==> src/rtl/mtimer.sv <==
// RISC-V machine timer: 64-bit mtime/mtimecmp behind a 16-byte bus window,
// with a registered machine timer interrupt level.
`timescale 1ns/1ps
module mtimer #(
  parameter logic [31:0] BASE_ADDR    = 32'hA000_0000,
  parameter logic [31:0] ADDR_MASK    = 32'hFFFF_FFF0,
  parameter int unsigned PRESCALE     = 1,
  parameter logic [63:0] MTIMECMP_RST = 64'hFFFF_FFFF_FFFF_FFFF
) (
  input  logic        clk_i,
  input  logic        rst_i,
  input  logic        req_i,
  input  logic        we_i,
  input  logic [31:0] addr_i,
  input  logic [3:0]  be_i,
  input  logic [31:0] wdata_i,
  output logic        rvalid_o,
  output logic [31:0] rdata_o,
  output logic        timer_irq_o
);

  localparam int unsigned PS_W = (PRESCALE > 1) ? $clog2(PRESCALE) : 1;
  localparam logic [PS_W-1:0] PS_LAST = PS_W'(PRESCALE - 1);

  logic [PS_W-1:0] ps_count;
  logic            tick;
  logic [63:0]     mtime;
  logic [63:0]     mtimecmp;
  logic [63:0]     mtime_base;
  logic [63:0]     mtime_next;
  logic [63:0]     mtimecmp_next;
  logic            hit;
  logic            wr_hit;
  logic            rd_hit;
  logic [1:0]      word_sel;
  logic [31:0]     rd_word;

  function automatic logic [31:0] merge_bytes(input logic [31:0] old_val,
                                              input logic [31:0] new_val,
                                              input logic [3:0]  be);
    logic [31:0] result;
    result = old_val;
    for (int i = 0; i < 4; i++) begin
      if (be[i]) result[8*i +: 8] = new_val[8*i +: 8];
    end
    return result;
  endfunction

  assign hit      = req_i && ((addr_i & ADDR_MASK) == BASE_ADDR);
  assign wr_hit   = hit && we_i;
  assign rd_hit   = hit && !we_i;
  assign word_sel = addr_i[3:2];
  assign tick     = (ps_count == PS_LAST);

  // Increment first (full 64-bit carry), then let written bytes override it.
  always_comb begin
    mtime_base    = tick ? (mtime + 64'd1) : mtime;
    mtime_next    = mtime_base;
    mtimecmp_next = mtimecmp;
    if (wr_hit) begin
      case (word_sel)
        2'd0: mtime_next[31:0]     = merge_bytes(mtime_base[31:0], wdata_i, be_i);
        2'd1: mtime_next[63:32]    = merge_bytes(mtime_base[63:32], wdata_i, be_i);
        2'd2: mtimecmp_next[31:0]  = merge_bytes(mtimecmp[31:0], wdata_i, be_i);
        default: mtimecmp_next[63:32] = merge_bytes(mtimecmp[63:32], wdata_i, be_i);
      endcase
    end
  end

  always_comb begin
    rd_word = '0;
    case (word_sel)
      2'd0: rd_word = mtime[31:0];
      2'd1: rd_word = mtime[63:32];
      2'd2: rd_word = mtimecmp[31:0];
      default: rd_word = mtimecmp[63:32];
    endcase
  end

  // Read data and the interrupt level both come from pre-edge register values.
  always_ff @(posedge clk_i) begin
    if (rst_i) begin
      ps_count    <= '0;
      mtime       <= '0;
      mtimecmp    <= MTIMECMP_RST;
      rvalid_o    <= 1'b0;
      rdata_o     <= '0;
      timer_irq_o <= 1'b0;
    end else begin
      ps_count    <= tick ? '0 : ps_count + 1'b1;
      mtime       <= mtime_next;
      mtimecmp    <= mtimecmp_next;
      rvalid_o    <= rd_hit;
      if (rd_hit) rdata_o <= rd_word;
      timer_irq_o <= (mtime >= mtimecmp);
    end
  end

endmodule
==> config.mk <==
export PLATFORM = sky130hd
export DESIGN_NAME = mtimer
export DESIGN_NICKNAME = d
export VERILOG_FILES = /design/src/rtl/mtimer.sv
export SDC_FILE = /design/constraint.sdc
export NUM_CORES = 1
export LEC_CHECK = 0
export CORE_ASPECT_RATIO = 2
export CORE_MARGIN = 4
export CORE_UTILIZATION = 35
export CTS_BUF_LIST = sky130_fd_sc_hd__clkbuf_8
export CTS_CLUSTER_DIAMETER = 30
export DETAILED_ROUTE_END_ITERATION = 8
export REMOVE_ABC_BUFFERS = 1
export SETUP_SLACK_MARGIN = 0.2
export SYNTH_ARGS = -nofsm -noshare
export SYNTH_HDL_FRONTEND = slang
export SYNTH_SLANG_ARGS = --single-unit
==> constraint.sdc <==
create_clock -name clk_i -period 5.3 [get_ports clk_i]
set_input_delay 1.06 -clock clk_i [delete_from_list [all_inputs] [get_ports clk_i]]
set_output_delay 1.06 -clock clk_i [all_outputs]
set_load 0.02 [all_outputs]
Word level (Yosys, flattened, before mapping)
Index checks and enable logic that the tools add are counted.
W data, S select, Z words.
{"block": "word_totals", "word_cells": 49, "inputBits": 72, "regBits": 163}
{"block": "op_classes", "muxes": 13, "eq_ne": 3, "n_reduce_logical": 15, "order_cmp": 1, "addsub": 2, "n_bitwise": 2}
{"cell": "$mux W64", "count": 2}
{"cell": "$pmux W32 S3", "count": 1}
{"cell": "$add A64 B1 Y64 const B", "count": 1}
{"cell": "$ge A64 B64 Y1", "count": 1}
{"cell": "$mux W32", "count": 2}
{"cell": "$mux W8", "count": 8}
{"cell": "$eq A28 B28 Y1 const B", "count": 1}
{"cell": "$reduce_and A3 Y1", "count": 8}
{"cell": "$logic_and A1 B1 Y1", "count": 3}
{"cell": "$reduce_or A3 Y1", "count": 1}
{"cell": "$eq A2 B1 Y1 const B", "count": 1}
{"cell": "$eq A2 B2 Y1 const B", "count": 1}
{"cell": "$logic_not A2 Y1", "count": 1}
{"cell": "$not A1 Y1", "count": 2}
{"cell": "$reduce_or A2 Y1", "count": 1}
{"cell": "$add A1 B1 Y1 const B", "count": 1}
{"cell": "$logic_not A1 Y1", "count": 1}

Logic depth before layout (Yosys ltp)
Gate-level depths: netlist of run 1.
{"block": "logic_depth", "word_depth": 5, "depth_mapped": 9, "depth_no_buf": 8}

Worst setup path before layout of run 1
OpenSTA, ideal clock, no wires.
{"block": "synth_path", "kind": "input -> register", "from": "in addr_i[12]", "to": "reg mtimecmp[13]", "t_required_ns": 5.180, "path_stages": 9, "setup_slack_ns": 2.220, "n_path_buf": 3, "t_arrival_ns": 2.960, "cell_sequence": "nor4_1 > nand4_1 > or3_4 > buf_6 > buf_8 > nor4b_4 > buf_6 > nor2_1 > a211o_1"}
{"block": "synth_via", "elab_chain_len": 4}
{"element": "start: declaration", "line_no": "14", "text": "input logic [31:0] addr_i,"}
{"element": "$eq A28 B28 Y1", "line_no": "49", "text": "assign hit = req_i && ((addr_i & ADDR_MASK) == BASE_ADDR);"}
{"element": "$logic_and A1 B1 Y1", "line_no": "49"}
{"element": "$logic_and A1 B1 Y1", "line_no": "50", "text": "assign wr_hit = hit && we_i;"}
{"element": "$reduce_and A3 Y1 (no line)"}
{"element": "end signal: assignment", "line_no": "92", "text": "mtimecmp <= mtimecmp_next;"}
{"element": "end: declaration", "line_no": "28", "text": "logic [63:0] mtimecmp;"}
No other way between the ends.
A chain may end at the register's enable or synchronous reset.

Final worst setup path of run 1
{"block": "layout_path", "from": "in addr_i[8]", "to": "reg mtimecmp[49]"}
The elaborated chain is that of the path after synthesis.

==> results of run 1 <==
==> metrics by stage <==
| step | hold WS, ns | worst slack (ns) |
|---|---|---|
| CTS | 0.457 | 1.83 |
| global placement | 0.444 | 1.37 |
| global route | 0.476 | 1.69 |
| finish | 0.454 | 1.84 |
| detailed placement | 0.446 | 1.33 |
| floorplan | 0.528 | 2.01 |
==> per-layer routing <==
layer | share of wire, % | vias up | GRT usage, %
met5 | 0 | - | 0
met4 | 4.9 | 0 | 9.74
met3 | 3.6 | 68 | 2.88
met2 | 56 | 210 | 36.1
met1 | 35 | 3802 | 18.0
li1 | - | 3951 | -
==> cell families after synthesis <==
kind of cell,after synthesis,synth area share (%)
compound gates,204,15.3
xor+xnor,63,5.81
fa+ha+maj,65,8.57
buf+inv,140,6.13
flops,163,34.4
mux,41,8.55
other cells,1,0.0395
simple gates,391,21.2
==> final cells by class <==
class,instances,area [um^2],area share (%)
diodes,1,2.50,0.0225
clock buffers,18,248,2.23
clock inverters,14,148,1.33
inverters,80,300,2.70
multi-input cells,765,5650,50.9
flip-flops and latches,163,3260,29.4
well taps,348,435,3.92
repair buffers,109,1060,9.57
==> synth_stat cells, types with 3 or more instances <==
cell type,count,share of area (%)
a22o_1,6,0.55
mux2i_1,8,0.84
nor3_4,3,0.51
nand3_1,25,1.3
buf_6,4,0.47
o21ai_1,6,0.32
nor3_2,3,0.32
a211oi_1,42,3.3
nand2b_1,4,0.26
or3_1,8,0.53
nor4_2,3,0.40
buf_1,3,0.12
mux4_2,32,7.6
a221oi_1,5,0.46
nand2_1,113,4.5
a211o_1,64,5.9
or2_2,3,0.20
dfxtp_1,163,34
nor2_1,139,5.5
a21oi_1,56,3.0
nor4_1,21,1.4
nor3_1,10,0.53
inv_1,80,3.2
buf_2,12,0.63
ha_1,65,8.6
xnor2_1,44,4.1
xor2_1,19,1.8
and3_1,4,0.26
nor4b_4,4,1.0
nand4b_1,3,0.28
nor4_4,3,0.67
clkbuf_1,40,1.6
o21ai_0,12,0.63
or4_1,4,0.32
and4_1,12,1.1
nand4_1,20,1.3
a21o_1,6,0.47
==> worst max-delay path by stage <==
| stage | from | to |
|---|---|---|
| 2_1_floorplan | addr_i[12] | rdata_o[26] |
| 3_3_place_gp | addr_i[8] | mtimecmp[62] |
| 3_5_place_dp | addr_i[8] | mtimecmp[49] |
| 4_1_cts | addr_i[8] | mtimecmp[49] |
| 5_1_grt | addr_i[8] | mtimecmp[54] |
| 6_report | addr_i[8] | mtimecmp[49] |
==> sequential cells by signal, summed over array words and instances, names as in the netlist <==
name and flops:
mtime 64, mtimecmp 64, ps_count 1, rdata_o 32
rvalid_o 1, timer_irq_o 1
==> worst register-to-register path: stages, from the launching register on <==
cell and delay (ns):
dfxtp_1 0.44, ha_1 0.21, nand4b_1 0.36, nor3_4 0.77
nand3_2 0.60, nor4_1 0.59, xor2_1 0.12, a22o_1 0.21
==> report_power, final <==
part | switching [mW] | leakage (nW) | internal, mW
Combinational | 0.0812 | 2.91 | 0.0738
Clock | 0.472 | 0.209 | 0.467
Sequential | 0.00313 | 1.32 | 1.23
Total | 0.556 | 4.44 | 1.77
==> metrics.yaml, run 1 <==
run_status:
  outcome: "finished, final reports clean"
drt:
  wire_per_inst_um: 18.3
  firstDrtPassIters: 5
  antenna_left: 0
  via_per_inst: 5.36
  wirelength_um: 27300
  drc: 0
  drt_iter0_drc: 471
  vias: 8031
clocking:
  cts_buffers: 17
  cts_sinks: 163
  root_buffer: "clkbuf_8"
  cts_setup_buffers: 0
  insertion_delay_ns: 0.48
  clk_pin_slew_ns: 0.08
  cts_tree: "done"
  cts_hold_buffers: 0
  clockBufferDepth: 2
  htreeDepth: 4
  ctsResizeCount: 0
cells_and_area:
  fill_cells: 2697
  most-common-layout-cells: "163 x dfxtp_1, 138 x nor2_1, 113 x nand2_1"
  final_util_pct: 41.5
  layout_commonest_cell: "dfxtp_1"
  syn2layout_area_growth_pct: 17.0
  layoutNonFillerInstCount: 1498
  fin_area_um2: 11100
  drive_above_1_share_pct: 8.27
  nNetsFinal: 1273
worst_setup_path:
  cp_num_buf_inv: 1
  worstPathRequired_ns: 5.66
  crit_path_end_kind: "register"
  cp.arrival_ns: 3.82
  cp_cell_sequence: "clkdlybuf4s50_1 -> nor4_1 -> nand4_1 -> or3_4 -> nor3_2 -> nor2_1 -> a211o_1"
  crit_type: "in -> reg"
  critPathTopFamily: "simple AND/OR/NAND/NOR gates"
  r2r_start: "mtime[0]"
  cp_max_fo: 21
  reg2reg_to: "mtime[56]"
  cp.depth: 7
  crit_slowest_cell: "nor3_2"
  worst_r2r_path_depth: 7
  r2r_slack_ns: 1.90
  worstSetupStartpointType: "input pin"
  critical_path.max_stage_delay_ns: 0.91
floorplan:
  dieArea_um2: 30000
  fp-row-count: 85
  coreArea_um2: 26800
  die_x_um: 124
  ioPinCount: 106
  dieHeight_um: 241
  start_util_pct: 35.4
grt:
  grt_pass1_vias: 8129
  overflow: 0
  grt_max_degree: 81
  grt_pass1_wl_um: 43000
  antenna_found_initial: 1
  grt_util_all_layers_pct: 18.3
hold_path:
  hold_depth: 2
  hold_path_end: "rdata_o[16]"
  min_from: "rdata_o[16]"
  hold_path.class: "reg -> reg"
timing:
  clock_skew_ns: 0.0117
  period_minus_slack_ns: 3.46
  slew_violations: 0
  tightestPinTransition_ns: 1.05
  period_share_pct: 65.2
  fmax_mhz: 289
  setup_viol: 0
  hold_viol: 0
  maxSlewHeadroom_pct: 29.4
  fin_setup_tns_ns: 0
  rsz0062_at_grt: "no"
placement:
  io_buffers: 103
  place_inst: 1465
  dp_hpwl_um: 20400
  placedInstanceArea_um2: 10700
  gp_congestion: 0.861
logic_synthesis:
  synth_area_um2: 9490
  synth_edf_count: 0
  synthDistinctLibCells: 54
  avgSynthCellArea_um2: 8.89
  synthCells: 1068
  synth-async-reset-ratio_pct: 0
  yosysSeqAreaShare_pct: 34.4
  ys_ff_latch: 163
  synth_ff_type: "dfxtp_1"
  synth_warnings: 0
power:
  vdd_drop_max_mv: 0.139
  fin_total_pwr_mw: 2.32
  power.leakage_nw: 4.44
  powerDensity_nw_per_um2: 209
flow_run:
  maxCapViolCount: 0
Note: power is estimated with default switching activity, not from simulation.
==> run 2, diff against run 1 <==
==> constraint.sdc (replaced) <==
create_clock -name clk_i -period 3.2 [get_ports clk_i]
set_input_delay 0.64 -clock clk_i [delete_from_list [all_inputs] [get_ports clk_i]]
set_output_delay 0.64 -clock clk_i [all_outputs]
set_load 0.02 [all_outputs]
==> metrics.yaml, run 2 (same netlist as run 1, synthesis figures left out) <==
cells_and_area:
  multi_input_area_um2: 5650  # unchanged
  most-common-layout-cells: "163 x dfxtp_1, 138 x nor2_1, 113 x nand2_1"
  syn2layout_area_growth_pct: 20.6
  fill_cells: 2747  # +1.9%
  layoutNonFillerInstCount: 1523  # +1.7%
  nNetsFinal: 1298  # +2.0%
  drive_above_1_share_pct: 10.3  # +2.0 points
  regArea_um2: 3260  # unchanged
  largestRegisters: "mtime (64), mtimecmp (64), rdata_o (32)"
  layout_commonest_cell: "dfxtp_1"
  final_util_pct: 42.7  # +1.3 points
  fin_area_um2: 11400  # +3.0%
clocking:
  cts_hold_buffers: 0  # unchanged
  cts_setup_buffers: 0  # unchanged
  cts_buffers: 17  # unchanged
  root_buffer: "clkbuf_8"
  clk_pin_slew_ns: 0.09  # about the same
  insertion_delay_ns: 0.49  # about the same
  ctsResizeCount: 0  # unchanged
  clockBufferDepth: 2  # unchanged
  htreeDepth: 4  # unchanged
  cts_sinks: 163  # unchanged
  cts_tree: "done"
run_status:
  outcome: "finished, final reports clean"
worst_setup_path:
  crit_type: "reg -> reg"
  worstSetupStartpointType: "register"
  critical_path.max_stage_delay_ns: 0.56  # -0.35 ns
  cp_cell_sequence: "and4_1 -> and4_1 -> nand3_2 -> nor4_1 -> xor2_1 -> a22o_1"
  cp.depth: 6  # -1
  crit_slowest_cell: "nor4_1"
  cp_num_buf_inv: 0  # -1
  worst_path_most_repeated_cell: "and4_1"
  critPathTopFamily: "simple AND/OR/NAND/NOR gates"
  reg2reg_to: "mtime[56]"
  crit_path_end_kind: "register"
  r2r_start: "mtime[17]"
  worst_r2r_path_depth: 6  # -1
  r2r_slack_ns: 0.44  # -1.46 ns
  cp_max_fo: 16  # -24%
  worstPathRequired_ns: 3.58  # -2.08 ns
  cp.arrival_ns: 3.14  # -0.68 ns
  endpoint: "mtime[56]"
  worstSetupStartpoint: "mtime[17]"
flow_run:
  maxCapViolCount: 0  # unchanged
placement:
  place_inst: 1490  # +1.7%
  gp_congestion: 0.857  # -0.43%
  dp_hpwl_um: 20900  # +2.4%
  io_buffers: 103  # unchanged
  placedInstanceArea_um2: 11100  # +3.3%
grt:
  grt_util_all_layers_pct: 18.5  # +0.24 points
  antenna_found_initial: 1  # unchanged
  grt_pass1_wl_um: 43800  # +1.8%
  overflow: 0  # unchanged
  grt_max_degree: 66  # -19%
  grt_pass1_vias: 8273  # +1.8%
drt:
  firstDrtPassIters: 5  # unchanged
  drc: 0  # unchanged
  wirelength_um: 27500  # +0.60%
  vias: 8142  # +1.4%
  drt_iter0_drc: 473  # +0.42%
  antenna_left: 0  # unchanged
  via_per_inst: 5.35  # -0.28%
  wire_per_inst_um: 18.1  # -1.1%
timing:
  tightestPinTransition_ns: 0.692  # -0.361 ns
  clock_skew_ns: 0.0121  # +0.000440 ns
  maxSlewHeadroom_pct: 53.4  # +24 points
  hold_viol: 0  # unchanged
  rsz0062_at_grt: "no"
  fin_setup_tns_ns: 0  # unchanged
  period_share_pct: 86.2
  period_minus_slack_ns: 2.76
  setup_viol: 0  # unchanged
  slew_violations: 0  # unchanged
  fmax_mhz: 362
floorplan:
  fp-row-count: 85  # unchanged
  die_x_um: 124  # unchanged
  coreArea_um2: 26800  # unchanged
  start_util_pct: 35.4  # unchanged
  dieArea_um2: 30000  # unchanged
  dieHeight_um: 241  # unchanged
  ioPinCount: 106  # unchanged
power:
  vdd_drop_max_mv: 0.209  # +51%
  power.leakage_nw: 4.59  # +3.6%
  powerDensity_nw_per_um2: 333  # +59%
hold_path:
  min_from: "rdata_o[22]"
  hold_path.class: "reg -> reg"
-- run 2: cell count changes in the layout (fill, tap and decap cells not counted), sizes merged --
cell and delta:
bufinv -1, inv -1, clkinv +1, buf +25, clkbuf +1
-- run 2: worst reg2reg max path, stage by stage, from the launching register on --
cell and delay, ns:
dfxtp_1 0.47, and4_1 0.34, and4_1 0.46, nand3_2 0.49, nor4_1 0.56, xor2_1 0.12, a22o_1 0.21
-- run 2: routing by layer --
| metal | up-vias | GRT usage [%] | wire, um |
|---|---|---|---|
| met2 | 173 | 37.2 | 15600 |
| met1 | 3927 | 18.1 | 9640 |
| met3 | 56 | 3.10 | 1060 |
| met4 | 0 | 8.78 | 1160 |
| met5 | - | 0 | 0 |
| li1 | 3986 | - | - |
-- run 2: power by group --
part / switching (mW) / total (mW) / internal (mW)
registers: 0.00482 / 2.03 / 2.03
logic: 0.133 / 0.262 / 0.128
clock network: 0.795 / 1.51 / 0.717
-- run 2: final cells by class --
| class | count | area share [%] |
|---|---|---|
| repair buffers | 134 | 12.4 |
| clock inverters | 13 | 1.04 |
| clock buffers | 19 | 2.28 |
| flip-flops and latches | 163 | 28.5 |
| well taps | 348 | 3.80 |
| inverters | 80 | 2.62 |
| diodes | 1 | 0.0219 |
| multi-input cells | 765 | 49.4 |
-- run 2: through the flow --
step                hold slack (ns)  total power, mW  worst slack, ns
floorplan                     0.528             2.15            0.334
global placement              0.444             2.35           0.0255
detailed placement            0.446             2.35          -0.0126
CTS                           0.460             3.86            0.439
global route                  0.480             3.94            0.375
finish                        0.456             3.81            0.441
-- run 2: how the worst min path moves through the flow --
stage | end | cells after the start
6_report | rdata_o[22] | 2
5_1_grt | rdata_o[19] | 2
4_1_cts | rdata_o[22] | 2
3_5_place_dp | rdata_o[22] | 2
3_3_place_gp | rdata_o[27] | 2
2_1_floorplan | rdata_o[0] | 2
==> run 3, diff against run 2 <==
--- a/config.mk
+++ b/config.mk
@@ -5,12 +5,12 @@
 export SDC_FILE = /design/constraint.sdc
 export NUM_CORES = 1
 export LEC_CHECK = 0
-export CORE_ASPECT_RATIO = 2
 export CORE_MARGIN = 4
 export CORE_UTILIZATION = 35
 export CTS_BUF_LIST = sky130_fd_sc_hd__clkbuf_8
 export CTS_CLUSTER_DIAMETER = 30
 export DETAILED_ROUTE_END_ITERATION = 8
+export GPL_TIMING_DRIVEN = 0
 export REMOVE_ABC_BUFFERS = 1
 export SETUP_SLACK_MARGIN = 0.2
 export SYNTH_ARGS = -nofsm -noshare
==> metrics.yaml, run 3 (same netlist as run 1, synthesis figures left out) <==
run_status:
  outcome: "finished, final reports clean"
worst_setup_path:
  cp.depth: 7  # +1
  reg2reg_to: "mtime[56]"
  cp_cell_sequence: "clkdlybuf4s50_1 -> nor4_1 -> nand4_1 -> or3_4 -> or4_1 -> nor2_1 -> a211oi_1"
  cp.arrival_ns: 3.28  # +0.14 ns
  endpoint: "mtime[10]"
  r2r_start: "mtime[10]"
  worst_r2r_path_depth: 6  # unchanged
  worstSetupStartpoint: "addr_i[5]"
  crit_slowest_cell: "or4_1"
  critical_path.max_stage_delay_ns: 0.87  # +0.31 ns
  worstPathRequired_ns: 3.50  # -0.08 ns
  critPathTopFamily: "simple AND/OR/NAND/NOR gates"
  worstSetupStartpointType: "input pin"
  cp_max_fo: 21  # +5
  cp_num_buf_inv: 1  # +1
  crit_path_end_kind: "register"
  crit_type: "in -> reg"
  r2r_slack_ns: 0.53  # +0.09 ns
power:
  vdd_drop_max_mv: 0.286  # +37%
  swShare_pct: 24.6  # +0.11 points
  seqPwrFrac_pct: 51.8  # -1.6 points
  powerDensity_nw_per_um2: 348  # +4.5%
  pwr-share-comb_pct: 6.5  # -0.4 points
  power.leakage_nw: 4.51  # -1.8%
  clkPwrFrac_pct: 41.6  # +1.9 points
  netSwitchingPower_mw: 0.967  # +3.6%
  p_int_mw: 2.96  # +2.9%
drt:
  wire_per_inst_um: 16.9  # -6.2%
  via_per_inst: 5.28  # -1.2%
  drc: 0  # unchanged
  antenna_left: 0  # unchanged
  firstDrtPassIters: 5  # unchanged
  vias: 7882  # -3.2%
  drt_iter0_drc: 460  # -2.7%
  wirelength_um: 25300  # -8.0%
flow_run:
  maxCapViolCount: 0  # unchanged
grt:
  overflow: 0  # unchanged
  grt_pass1_wl_um: 40900  # -6.8%
  grt_pass1_vias: 7667  # -7.3%
  antenna_found_initial: 0  # -1
  grt_max_degree: 115  # +74%
  grt_util_all_layers_pct: 16.7  # -1.8 points
clocking:
  cts_tree: "done"
  htreeDepth: 4  # unchanged
  cts_buffers: 17  # unchanged
  root_buffer: "clkbuf_8"
  insertion_delay_ns: 0.45  # -0.04 ns
  cts_hold_buffers: 0  # unchanged
  clk_pin_slew_ns: 0.09  # about the same
  clockBufferDepth: 2  # unchanged
  cts_sinks: 163  # unchanged
timing:
  hold_viol: 0  # unchanged
  clock_skew_ns: 0.0157  # +0.00363 ns
  slew_violations: 0  # unchanged
  maxSlewHeadroom_pct: 39.8  # -14 points
  setup_viol: 0  # unchanged
  fmax_mhz: 336  # -7.3%
  period_share_pct: 93.0  # +6.8 points
  period_minus_slack_ns: 2.98  # +0.218 ns
  rsz0062_at_grt: "yes"
  tightestPinTransition_ns: 0.895  # +0.203 ns
cells_and_area:
  nNetsFinal: 1276  # -1.7%
  most-common-layout-cells: "163 x dfxtp_1, 138 x nor2_1, 113 x nand2_1"
  layout_commonest_cell: "dfxtp_1"
  fin_area_um2: 11300  # -1.4%
  drive_above_1_share_pct: 8.94  # -1.4 points
  syn2layout_area_growth_pct: 18.9
  largestRegisters: "mtime (64), mtimecmp (64), rdata_o (32)"
  final_util_pct: 42.1  # -0.58 points
  antenna_cells: 0  # -1
floorplan:
  ioPinCount: 106  # unchanged
  die_x_um: 173  # +39%
  fp-row-count: 60  # -29%
  dieArea_um2: 29800  # -0.53%
  dieHeight_um: 173  # -28%
  coreArea_um2: 26800  # unchanged
  start_util_pct: 35.4  # unchanged
placement:
  io_buffers: 103  # unchanged
  dp_hpwl_um: 18200  # -13%
  placedInstanceArea_um2: 10800  # -2.8%
  gp_congestion: 0.781  # -8.9%
hold_path:
  hold_path.class: "reg -> reg"
-- run 3: worst min-delay path by stage --
stage / depth (start not counted) / startpoint / endpoint
global placement: 2 / rdata_o[17] / rdata_o[17]
CTS: 2 / rdata_o[8] / rdata_o[8]
detailed placement: 2 / rdata_o[8] / rdata_o[8]
floorplan: 2 / rdata_o[0] / rdata_o[0]
global route: 2 / rdata_o[22] / rdata_o[22]
finish: 2 / rdata_o[4] / rdata_o[4]
-- run 3: layout make-up --
class / instances / area, um^2
Clock buffer: 18 / 248
Clock inverter: 14 / 179
Fill cell: 2637 / 15500
Inverter: 80 / 300
Multi-Input combinational cell: 765 / 5680
Sequential cell: 163 / 3260
Tap cell: 341 / 427
Timing Repair Buffer: 112 / 1190
-- run 3: power groups by stage --
stage               sequential (mW)  clock, mW  combinational, mW
finish                         2.04       1.63              0.256
floorplan                      2.08          0             0.0655
detailed placement             2.08          0              0.257
global route                   2.04       1.76              0.275
CTS                            2.04       1.69              0.259
global placement               2.08          0              0.261
-- run 3: tightest hold or removal path: cells and delay by family (launching register included) --
| family | cells | cell delay [ns] |
|---|---|---|
| flip-flops | 1 | 0.32 |
| AO/OA/AOI/OAI | 1 | 0.05 |
| AND/OR/NAND/NOR | 1 | 0.05 |
-- run 3: what timing repair did --
action / CTS / global route
pin swaps: 1 / 5
setup endpoints to repair: 28 / 57
resized for setup: 2 / 1
cloned: 0 / 0
setup buffers: 1 / 5
-- run 3: through the flow --
| stage | setup slack [ns] | instances | setup TNS (ns) | power [mW] | hold slack [ns] |
|---|---|---|---|---|---|
| 2_1_floorplan | 0.334 | 1008 | 0 | 2.15 | 0.528 |
| 3_3_place_gp | -3.72 | 1452 | -428.38 | 2.34 | 0.444 |
| 3_5_place_dp | -0.377 | 1455 | -17.07 | 2.34 | 0.446 |
| 4_1_cts | 0.222 | 1488 | 0 | 3.98 | 0.459 |
| 5_1_grt | 0.195 | 1493 | 0 | 4.07 | 0.478 |
| 6_report | 0.222 | 1493 | 0 | 3.93 | 0.457 |
-- run 3: layer usage --
layer  track usage (%)  routed length [um]
met1              22.4               11900
met2              27.9               11800
met3              3.37                1310
met4              4.02                 303
met5                 0                   0
==> patch, RTL diff (flow settings as in run 2) <==
The output `timer_irq_o` loses its register stage (`timer_irq_o` becomes a continuous assignment).
--- a/src/rtl/mtimer.sv
+++ b/src/rtl/mtimer.sv
@@ -87,3 +87,2 @@
       rdata_o     <= '0;
-      timer_irq_o <= 1'b0;
     end else begin
@@ -94,3 +93,2 @@
       if (rd_hit) rdata_o <= rd_word;
-      timer_irq_o <= (mtime >= mtimecmp);
     end
@@ -98,2 +96,4 @@
 
+  assign timer_irq_o = (mtime >= mtimecmp);
+
 endmodule
Formal check against the unedited RTL: not equivalent (a bounded check fails within 4 cycles, from zero or initial values and one cycle with rst_i high).
==> patch against run 2 <==
The run now ends with setup timing left. Power grew 0.26%. Area after synthesis shrank 1.4%. Worst setup slack lost 0.48 ns. Sequential cell count shrank 1. Critical path depth grew 5. Global-route usage grew 2.1 points. Maximum frequency shrank 15%. Design area grew 6.0%. Wire length grew 8.8%. Clock skew grew 0.0038 ns. Critical path type is now reg -> out.
==> patch: results (changes against run 2) <==
{| class="wikitable"
! Metric !! Value
|-
| Run status || finished with violations
|-
| Failing checks || setup timing
|-
| Compound-gate portion of the synthesized area || 14.7% (-0.62 points)
|-
| Fillers || 2538 (-7.6%)
|-
| Non-Clock Buffer Count || 212 (+58%)
|-
| Clock Skews || 0.0159 ns (+0.00377 ns)
|-
| Fin area || 12100 um^2 (+6.0%)
|-
| End of the worst register-to-register path || mtime[43]
|-
| Final GP Congestion || 0.916 (+6.8%)
|-
| Synth top cells by count || sky130_fd_sc_hd__dfxtp_1 (162), sky130_fd_sc_hd__nand2_1 (153), sky130_fd_sc_hd__nor2_1 (84)
|-
| Design internal power || 2830 uW (-1.7%)
|-
| Share of post-route cells with drive strength above 1 || 20.1% (+9.8 points)
|-
| Clock buffer count || 20 (+1)
|-
| R2r startpoint || mtime[3]
|-
| Initial antenna violation count || 0 (-1)
|-
| Setup TNS || -0.0436 ns (-0.0436 ns)
|-
| Hold Crit Start || rdata_o[20]
|-
| Worst path setup slack after routing || -0.0436 ns (-0.484 ns)
|-
| Power per unit of standard cell area || 315 nW/um^2 (-5.4%)
|-
| Slowest cell on the critical path || sky130_fd_sc_hd__dfxtp_1
|-
| Post-synthesis share of cell area spent on xor and xnor gates || 5.62% (-0.20 points)
|-
| Cell depth of the worst flop-to-flop path || 8 (+2)
|-
| Final-layout clock-cell area share || 3.17% (-0.16 points)
|-
| Final setup vio count || 1 (+1)
|-
| Post-Synthesis Cells || 1049 (-1.8%)
|-
| Endpoint with the worst hold slack || rdata_o[20]
|-
| CP top delay family || compound AO/OA/AOI/OAI gates
|}
## patch: cell count changes after synthesis, moves of 15 or more
cell / run 2 / this run
sky130_fd_sc_hd__o211ai_1: 0 / 55
sky130_fd_sc_hd__nand2_1: 113 / 153
sky130_fd_sc_hd__xor2_1: 19 / 40
sky130_fd_sc_hd__a211o_1: 64 / 12
sky130_fd_sc_hd__inv_1: 80 / 65
sky130_fd_sc_hd__nor2_1: 139 / 84
sky130_fd_sc_hd__xnor2_1: 44 / 20
sky130_fd_sc_hd__nor4_1: 21 / 5
## patch: routing by layer
layer / up-vias / part of all wire (%) / routed length [um] / global-route usage [%]
met1: 4038 / 36 / 10800 / 21.4
met4: 0 / 5.1 / 1520 / 11.0
met3: 84 / 3.7 / 1100 / 2.95
met5: - / 0 / 0 / 0
met2: 231 / 55 / 16500 / 38.7
li1: 4108 / - / - / -
## patch: what timing repair did
item	4_1_cts	5_1_grt
pin swaps	12	10
gates resized for setup	52	19
buffers inserted	2	0
setup endpoints to repair	1	1
